[src/rtl/uart_pkg.sv]
// Shared types and helpers for the UART receive path.
// Imported by the receiver top and its FIFO.
package uart_pkg;

    localparam int UART_DATA_BITS = 8;

    typedef enum logic [2:0] {
        UART_IDLE,
        UART_START,
        UART_DATA,
        UART_STOP,
        UART_BREAK
    } uart_state_t;

    // Width of a down-counter that must hold clks-1.
    function automatic int uart_cnt_width(input int clks);
        return (clks > 1) ? $clog2(clks) : 1;
    endfunction

endpackage

[src/rtl/uart_rx_fifo.sv]
// First-word fall-through byte FIFO for the UART receiver.
// Pointer pair plus occupancy counter; full-with-pop accepts the write.
module uart_rx_fifo
    import uart_pkg::*;
#(
    parameter int DEPTH = 4
) (
    input  logic       clk,
    input  logic       rst_n,
    input  logic       wr_en,
    input  logic [7:0] wr_data,
    input  logic       rd_en,
    output logic [7:0] rd_data,
    output logic       empty,
    output logic       full
);

    localparam int AW = (DEPTH > 1) ? $clog2(DEPTH) : 1;
    localparam logic [AW:0] DEPTH_C = (AW + 1)'(DEPTH);

    logic [7:0]    mem [DEPTH];
    logic [AW-1:0] wr_ptr;
    logic [AW-1:0] rd_ptr;
    logic [AW:0]   count;
    logic          rd_ok;
    logic          wr_ok;

    assign empty   = (count == '0);
    assign full    = (count == DEPTH_C);
    assign rd_ok   = rd_en && !empty;
    assign wr_ok   = wr_en && (!full || rd_ok);
    assign rd_data = empty ? 8'h00 : mem[rd_ptr];

    // Storage array; contents are don't-care until written.
    always_ff @(posedge clk) begin
        if (wr_ok) begin
            mem[wr_ptr] <= wr_data;
        end
    end

    // Pointer and occupancy bookkeeping.
    always_ff @(posedge clk) begin
        if (!rst_n) begin
            wr_ptr <= '0;
            rd_ptr <= '0;
            count  <= '0;
        end else begin
            if (wr_ok) begin
                wr_ptr <= wr_ptr + 1'b1;
            end
            if (rd_ok) begin
                rd_ptr <= rd_ptr + 1'b1;
            end
            unique case ({wr_ok, rd_ok})
                2'b10:   count <= count + 1'b1;
                2'b01:   count <= count - 1'b1;
                default: count <= count;
            endcase
        end
    end

endmodule

[src/rtl/uart_rx_stream.sv]
// 8N1 UART receiver feeding a valid/ready byte stream.
// Holds synchronizer, deframing FSM, counters and overrun flag.
module uart_rx_stream
    import uart_pkg::*;
#(
    parameter int CLKS_PER_BIT = 416,
    parameter int FIFO_DEPTH   = 4
) (
    input  logic       clk,
    input  logic       rst_n,
    input  logic       rx,
    output logic [7:0] m_axis_tdata,
    output logic       m_axis_tvalid,
    input  logic       m_axis_tready,
    output logic       frame_err,
    output logic       overrun,
    input  logic       clear_overrun,
    output logic       busy
);

    localparam int CW = uart_cnt_width(CLKS_PER_BIT);
    localparam logic [CW-1:0] HALF_M1 = CW'(CLKS_PER_BIT / 2 - 1);
    localparam logic [CW-1:0] FULL_M1 = CW'(CLKS_PER_BIT - 1);
    localparam logic [2:0]    LAST_BIT = 3'(UART_DATA_BITS - 1);

    uart_state_t   state;
    logic          rx_m;
    logic          rx_s;
    logic [2:0]    bit_cnt;
    logic [CW-1:0] cyc_cnt;
    logic [7:0]    shreg;
    logic          tick;
    logic          push;
    logic          pop;
    logic          empty;
    logic          full;

    assign tick          = (cyc_cnt == '0);
    assign push          = (state == UART_STOP) && tick && rx_s;
    assign pop           = m_axis_tvalid && m_axis_tready;
    assign m_axis_tvalid = !empty;

    // Two-flop synchronizer; idles high so reset never looks like a start.
    always_ff @(posedge clk) begin
        if (!rst_n) begin
            rx_m <= 1'b1;
            rx_s <= 1'b1;
        end else begin
            rx_m <= rx;
            rx_s <= rx_m;
        end
    end

    // Deframing FSM with its bit/cycle counters and registered flags.
    always_ff @(posedge clk) begin
        if (!rst_n) begin
            state     <= UART_IDLE;
            busy      <= 1'b0;
            frame_err <= 1'b0;
            bit_cnt   <= '0;
            cyc_cnt   <= '0;
            shreg     <= '0;
        end else begin
            frame_err <= 1'b0;
            unique case (state)
                UART_IDLE: begin
                    if (!rx_s) begin
                        state   <= UART_START;
                        busy    <= 1'b1;
                        cyc_cnt <= HALF_M1;
                    end
                end
                UART_START: begin
                    if (!tick) begin
                        cyc_cnt <= cyc_cnt - 1'b1;
                    end else if (!rx_s) begin
                        state   <= UART_DATA;
                        cyc_cnt <= FULL_M1;
                        bit_cnt <= '0;
                    end else begin
                        state <= UART_IDLE;
                        busy  <= 1'b0;
                    end
                end
                UART_DATA: begin
                    if (!tick) begin
                        cyc_cnt <= cyc_cnt - 1'b1;
                    end else begin
                        shreg   <= {rx_s, shreg[7:1]};
                        cyc_cnt <= FULL_M1;
                        if (bit_cnt == LAST_BIT) begin
                            state <= UART_STOP;
                        end else begin
                            bit_cnt <= bit_cnt + 1'b1;
                        end
                    end
                end
                UART_STOP: begin
                    if (!tick) begin
                        cyc_cnt <= cyc_cnt - 1'b1;
                    end else if (rx_s) begin
                        state <= UART_IDLE;
                        busy  <= 1'b0;
                    end else begin
                        state     <= UART_BREAK;
                        frame_err <= 1'b1;
                    end
                end
                UART_BREAK: begin
                    if (rx_s) begin
                        state <= UART_IDLE;
                        busy  <= 1'b0;
                    end
                end
                default: begin
                    state <= UART_IDLE;
                    busy  <= 1'b0;
                end
            endcase
        end
    end

    // Sticky overrun: a dropped byte beats a same-cycle clear.
    always_ff @(posedge clk) begin
        if (!rst_n) begin
            overrun <= 1'b0;
        end else if (push && full && !pop) begin
            overrun <= 1'b1;
        end else if (clear_overrun) begin
            overrun <= 1'b0;
        end
    end

    uart_rx_fifo #(
        .DEPTH(FIFO_DEPTH)
    ) u_fifo (
        .clk    (clk),
        .rst_n  (rst_n),
        .wr_en  (push),
        .wr_data(shreg),
        .rd_en  (pop),
        .rd_data(m_axis_tdata),
        .empty  (empty),
        .full   (full)
    );

endmodule

[config.mk]
export PLATFORM = sky130hd
export DESIGN_NAME = uart_rx_stream
export DESIGN_NICKNAME = d
export VERILOG_FILES = /design/src/rtl/uart_pkg.sv /design/src/rtl/uart_rx_fifo.sv /design/src/rtl/uart_rx_stream.sv
export SDC_FILE = /design/constraint.sdc
export NUM_CORES = 1
export LEC_CHECK = 0
export CAP_MARGIN = 40
export CORE_UTILIZATION = 55
export CTS_CLUSTER_SIZE = 10
export DETAILED_ROUTE_END_ITERATION = 7
export GPL_TIMING_DRIVEN = 0
export PLACE_DENSITY_LB_ADDON = 0.08
export SYNTH_ARGS = -nofsm -noshare
export SYNTH_HDL_FRONTEND = slang
export SYNTH_HIERARCHICAL = 1
export SYNTH_SLANG_ARGS = --single-unit
[constraint.sdc]
create_clock -name clk -period 7 [get_ports clk]
set_clock_uncertainty 0.05 [all_clocks]
set_input_delay 2.1 -clock clk [delete_from_list [all_inputs] [get_ports clk]]
set_output_delay 2.1 -clock clk [all_outputs]
set_load 0.05 [all_outputs]
# Yosys cells after proc, flatten, opt, wreduce, memory -nomap -nowiden
# Memories as Yosys holds them, arrays and structs flattened. A register that Yosys moved wholly into a read port is not among the register bits.
# Index checks and enable logic that the tools add are counted.
[word_totals]
mem_bits_rw = 32
out_inout_bits = 12
memories = 1
elab_cells = 97
reg_bits = 35
[memory_table]
columns = ["name", "words", "word_bits", "rd", "rd_clocked_by_memory_dff", "wr", "line", "rtl"]
rows = [
  ["u_fifo.mem", 4, 8, 1, 1, 1, "uart_rx_fifo.sv:21", "logic [7:0] mem [DEPTH];"],
]
[op_classes]
bitwise = 1
n_reduce_logical = 25
n_mux = 33
eq_ne = 19
add_sub_neg = 6
[op_table]
columns = ["op", "n"]
rows = [
  ["9-bit 2-to-1 mux", 5],
  ["9-bit case mux with 4 select lines", 1],
  ["3-bit 2-to-1 mux", 11],
  ["2-bit inequality test (second input constant)", 9],
  ["3-bit case mux with 5 select lines", 1],
  ["3-bit case mux with 2 select lines", 2],
  ["3-bit equality test (second input constant)", 3],
  ["9-bit zero test", 1],
  ["9-bit by 1-bit subtractor with 9-bit output (second input constant)", 1],
  ["1-bit 2-to-1 mux", 8],
  ["8-bit 2-to-1 mux", 1],
  ["1-bit logical AND", 7],
  ["3-bit by 1-bit adder with 3-bit output (second input constant)", 2],
  ["3-bit by 2-bit equality test with 1-bit output (second input constant)", 2],
  ["3-bit zero test", 2],
  ["2-bit 2-to-1 mux", 3],
  ["3-bit AND reduction", 2],
  ["6-bit AND reduction", 1],
  ["2-bit nonzero test", 3],
  ["5-bit AND reduction", 1],
  ["2-bit by 1-bit adder with 2-bit output (second input constant)", 2],
  ["1-bit case mux with 4 select lines", 1],
  ["4-bit AND reduction", 1],
  ["4-bit nonzero test", 1],
  ["other kinds (11)", 13],
]

# Longest topological paths before layout
# Gate-level depths: netlist of the first run.
[logic_depth]
ltp_word = 8
depth_mapped = 12

# Hierarchy
# The synthesis of the first run kept the hierarchy.
[by_module_without_submodules]
columns = ["mod", "cells_each", "area_each_um2", "instances"]
rows = [
  ["uart_rx_fifo", 118, 1809.2, 1],
  ["uart_rx_stream", 164, 1406.3, 1],
]

# Least setup slack after synthesis of the first run
# No wires, ideal clock.
[synth_timing]
path_kind = "in2reg"
from = "input m_axis_tready"
to = "register u_fifo.count[2]"
path_buffers = 1
setup_time_ps = 126
path_stages = 8
t_arrival_ps = 3592
required_time_ps = 6824
path_slack_ps = 3231
cell_sequence = "nor2b_1 buf_4 o31ai_2 nand2b_1 fa_1 nand2b_1 o211ai_1 a31oi_1"
[synth_between]
elab_chain_cells = 6
elab_cells_between_ends = 8
cone_classes = "eq/ne: 2; mux: 1; reduce/logical: 5"
[synth_lines]
columns = ["item", "line", "rtl"]
rows = [
  ["from (decl)", "uart_rx_stream.sv:14", "input logic m_axis_tready,"],
  ["1-bit logical AND *", "uart_rx_stream.sv:40", "assign pop = m_axis_tvalid && m_axis_tready;"],
  ["1-bit logical AND *", "uart_rx_fifo.sv:30", "assign rd_ok = rd_en && !empty;"],
  ["1-bit logical OR", "uart_rx_fifo.sv:31", "assign wr_ok = wr_en && (!full || rd_ok);"],
  ["1-bit logical AND", "uart_rx_fifo.sv:31", ""],
  ["2-bit by 1-bit equality test with 1-bit output / 2-bit equality test (equally long branches)", "uart_rx_fifo.sv:54", "unique case ({wr_ok, rd_ok})"],
  ["3-bit case mux with 2 select lines / 2-bit nonzero test (equally long branches)", "--", ""],
  ["to (signal assigned)", "uart_rx_fifo.sv:55", "2'b10: count <= count + 1'b1;"],
  ["to (signal assigned)", "uart_rx_fifo.sv:56", "2'b01: count <= count - 1'b1;"],
  ["to (signal assigned)", "uart_rx_fifo.sv:57", "default: count <= count;"],
  ["to (decl)", "uart_rx_fifo.sv:24", "logic [AW:0] count;"],
]
# Every way passes the cells marked *; elsewhere a longest branch is shown, timed or not.
# A chain may end at the register's enable or synchronous reset.

# Worst setup path in the final report of the first run
[layout_timing]
from = "register u_fifo.count[1]"
to = "output m_axis_tdata[7]"
[layout_between]
elab_chain_cells = 2
[layout_lines]
columns = ["item", "line", "rtl"]
rows = [
  ["3-bit zero test", "uart_rx_fifo.sv:28", "assign empty = (count == '0);"],
  ["named net empty", "uart_rx_stream.sv:35", "logic empty;"],
  ["8-bit 2-to-1 mux", "uart_rx_fifo.sv:32", "assign rd_data = empty ? 8'h00 : mem[rd_ptr];"],
  ["to (decl)", "uart_rx_stream.sv:12", "output logic [7:0] m_axis_tdata,"],
]
# The timed path passes the listed nets, and every way through them passes these cells.

==> impl_results.md, run 1 <==
- Syn_area_per_cell: 11.40 µm²
- Residual DRC: 0
- Syn-to-layout area delta: 14.75%
- Row count: 27
- Comb pwr share: 9.0%
- Yosys top cell by area: edfxtp_1
- Gr ovfl total: 0
- Final hold violation count: 0
- Yosys warns: 6
- Vias in the first global route: 2055
- Critical path class: reg2out
- First-pass GRT wire length: 9.508 mm
- Root buf cell: clkbuf_8
- Vias per cell: 5.570
- Min Tclk post-route: 4.415 ns
- Pint: 663.4 µW
- Synthesized net count: 296
- Yosys top cell area share: 29.88%
- WP data arrival: 2.26 ns
- Share of layout cells above drive strength 1: 14.65%
- Chip height: 78.46 µm
- Area of the multi-input gates: 1374 µm²
- Vias: 2150
- Worst setup SP type: flip-flop
- Hold depth: 1
- Antenna viol nets, final: 0
- Worst skew pair latency: 0.34 ns
- CTS Buffer Depth: 2
- Final Cycle Share: 63.07%
- Total routed wirelength: 5.609 mm
- Core ar.: 5574 µm²
- Leakage power: 0.001361 µW
- Critical path required time: 4.85 ns
- TritonRoute pass-1 iters: 4
- Synth async-reset ratio: 0%
- Hold-fix buffers at CTS: 0
- Initial Util: 57.69%
- Full die area: 6156 µm²
- Total track usage: 20.45%
- Final core utilization: 66.20%
- Fin Hold WS: 0.3610 ns
- CP Capture Type: output port
- Worst Tran Pin Value: 0.7014 ns
- FMAX: 0.2265 GHz
- Netlist cell types: 62
- Hold WC Path Type: reg2reg
- Switching Fraction: 23.59%
- Register-to-Register Path Depth: 9
- Initial antenna violation count: 0
- Status: complete, no violations
- Power Dens Cells: 235.3 nW/µm²
- Post-Layout Cell Count: 386
- CP Max Fanout: 10
- Port Buffers: 16
- Cell Area, Synth: 3216 µm²
- WL per Instance: 14.53 µm
- # fillers: 441
- Seq/Total Area, Yosys: 52.92%
- TritonCTS Sinks: 69
- Dpl hpwl: 3.849 mm
- Max Cap Viol: 0
- Chip width: 78.46 µm
- Initial DRC Count: 118
- Reg clk slew, reported paths: 0.08 ns
- Unrepaired setup endpoints after global routing: no
- I/O pin count: 17
- TNS Setup: 0 ns
- Total power: 868.3 µW
- Largest net degree at the start of global routing: 13
- FF+latch area: 1702 µm²
- H-Tree Depth: 3
- Max_slew headroom: 52.98%
- Final setup violation count: 0
- CTS tree: yes
- #FFs+latches synth: 69
- Placed cells: 370
- Clock power share: 41.2%
- TritonCTS buffer count: 9
- Top post-synthesis cells by area: edfxtp_1 (30%), dfxtp_1 (23%), mux4_2 (5.6%), mux2i_1 (3.7%), ha_1 (3.1%)
- Syn Inst Count: 282
- Worst vdd ir: 0.0001185 V
- Final GP Congestion: 0.8861
- Net count, final: 323
- Share of power burned in registers: 49.8%
- Net Sw Power: 204.9 µW
- Ant diodes: 0
- CTS-repair resized insts: 0
- Most used DFF post-synth: dfxtp_1
- Post-synth EDFFs: 32
- Final-report max-slew violation count: 0
- Post-CTS setup buffers: 0
[stage by stage]
stage	instance area [µm²]	setup WS [ns]
5_1_grt	3690	2.439
3_3_place_gp	3466	2.651
3_5_place_dp	3466	2.648
2_1_floorplan	3216	3.231
6_report	3690	2.585
4_1_cts	3690	2.521
[cell type report]
type | count | area share [%]
Sequential cell | 69 | 46.12
Clock buffer | 10 | 3.730
Inverter | 15 | 1.526
Buffer | 14 | 2.272
Timing Repair Buffer | 16 | 4.340
Tap cell | 72 | 2.442
Clock inverter | 6 | 2.340
Multi-Input combinational cell | 184 | 37.23
[power groups by stage]
| stage | clock [µW] | sequential [µW] | combinational, µW |
|---|---|---|---|
| 3_3_place_gp | 0 | 441 | 77.1 |
| 2_1_floorplan | 0 | 441 | 60.0 |
| 3_5_place_dp | 0 | 442 | 77.4 |
| 5_1_grt | 381 | 434 | 87.1 |
| 4_1_cts | 365 | 432 | 77.8 |
| 6_report | 358 | 433 | 78.2 |
[worst paths after layout]
| path | start | to | slack (ns) |
|---|---|---|---|
| min | rx_m$_SDFF_PN1_ | rx_s$_SDFF_PN1_ | 0.36 |
| max | u_fifo/count[1]$_SDFFE_PN0P_ | m_axis_tdata[7] | 2.59 |
| min reg2reg | rx_m$_SDFF_PN1_ | rx_s$_SDFF_PN1_ | 0.36 |
| max reg2reg | cyc_cnt[0]$_SDFFE_PN0P_ | u_fifo/mem[2][3]$_DFFE_PP_ | 3.89 |
[flip-flops by register name (all words and copies together), names as in the netlist, 2 cells and up, named ones only]
name	cells
cyc_cnt	9
state	3
u_fifo/wr_ptr	2
u_fifo/rd_ptr	2
shreg	8
bit_cnt	3
u_fifo/mem	32
u_fifo/count	3
[metal layers]
metal / GRT usage (%) / wire, µm
met5: 0 / 0
met4: 9.630 / 46
met3: 5.233 / 265
met2: 33.51 / 2697
met1: 25.27 / 2600
[worst max-delay path, cell delays in order, from the launching register on]
cell,delay [ns]
dfxtp_1,0.30
buf_2,0.16
nor3_2,0.61
nor2b_1,0.12
clkdlybuf4s50_1,0.73
[layout by cell type (no fill, tap or decap), drive strengths merged, types with 11 or more instances in the layout]
cell type,count
clkdlybuf4s50,16
mux2i,12
o21ai,11
nand2,17
inv,14
nor2b,11
nor2,27
clkbuf,16
dfxtp,37
a21oi,14
edfxtp,32
[cells in the mapped netlist (5+ instances only)]
master and n:
nand2_1 16, mux2i_1 12, mux4_2 8, nor2_1 25, clkbuf_1 5, edfxtp_1 32
nor2b_1 11, ha_1 8, nand2b_1 8, dfxtp_1 37, nor3_1 6, o21ai_0 9
a21oi_1 13, a31oi_1 5, nand3_1 6, and2_1 5, inv_1 14
[cell families after synthesis]
logic type	Yosys count	synth area share, %
and+or+nand+nor	97	16.73
DFF	69	52.92
AOI/OAI and AO/OA	53	11.52
buffers and inverters	29	4.358
muxes	20	9.339
adders and majority gates	10	4.047
xor gates and xnor gates	4	1.090
No activity file was read; power rests on OpenSTA's default activity.
==> inputs of run 2 (changes only) <==
==> constraint.sdc (replaced) <==
create_clock -name clk -period 4.5 [get_ports clk]
set_clock_uncertainty 0.05 [all_clocks]
set_input_delay 1.35 -clock clk [delete_from_list [all_inputs] [get_ports clk]]
set_output_delay 1.35 -clock clk [all_outputs]
set_load 0.05 [all_outputs]
==> results of run 2 <==
The final DEF is identical to that of run 1. Status: complete, no violations.
Among the figures that moved: setup slack after placement 2.648 ns -> 0.8980 ns; setup slack after layout 2.585 ns -> 0.8351 ns; register-to-register setup slack 3.89 ns -> 1.39 ns; total power 868.3 µW -> 1351 µW; worst IR drop on VDD 0.0001185 V -> 0.0001843 V
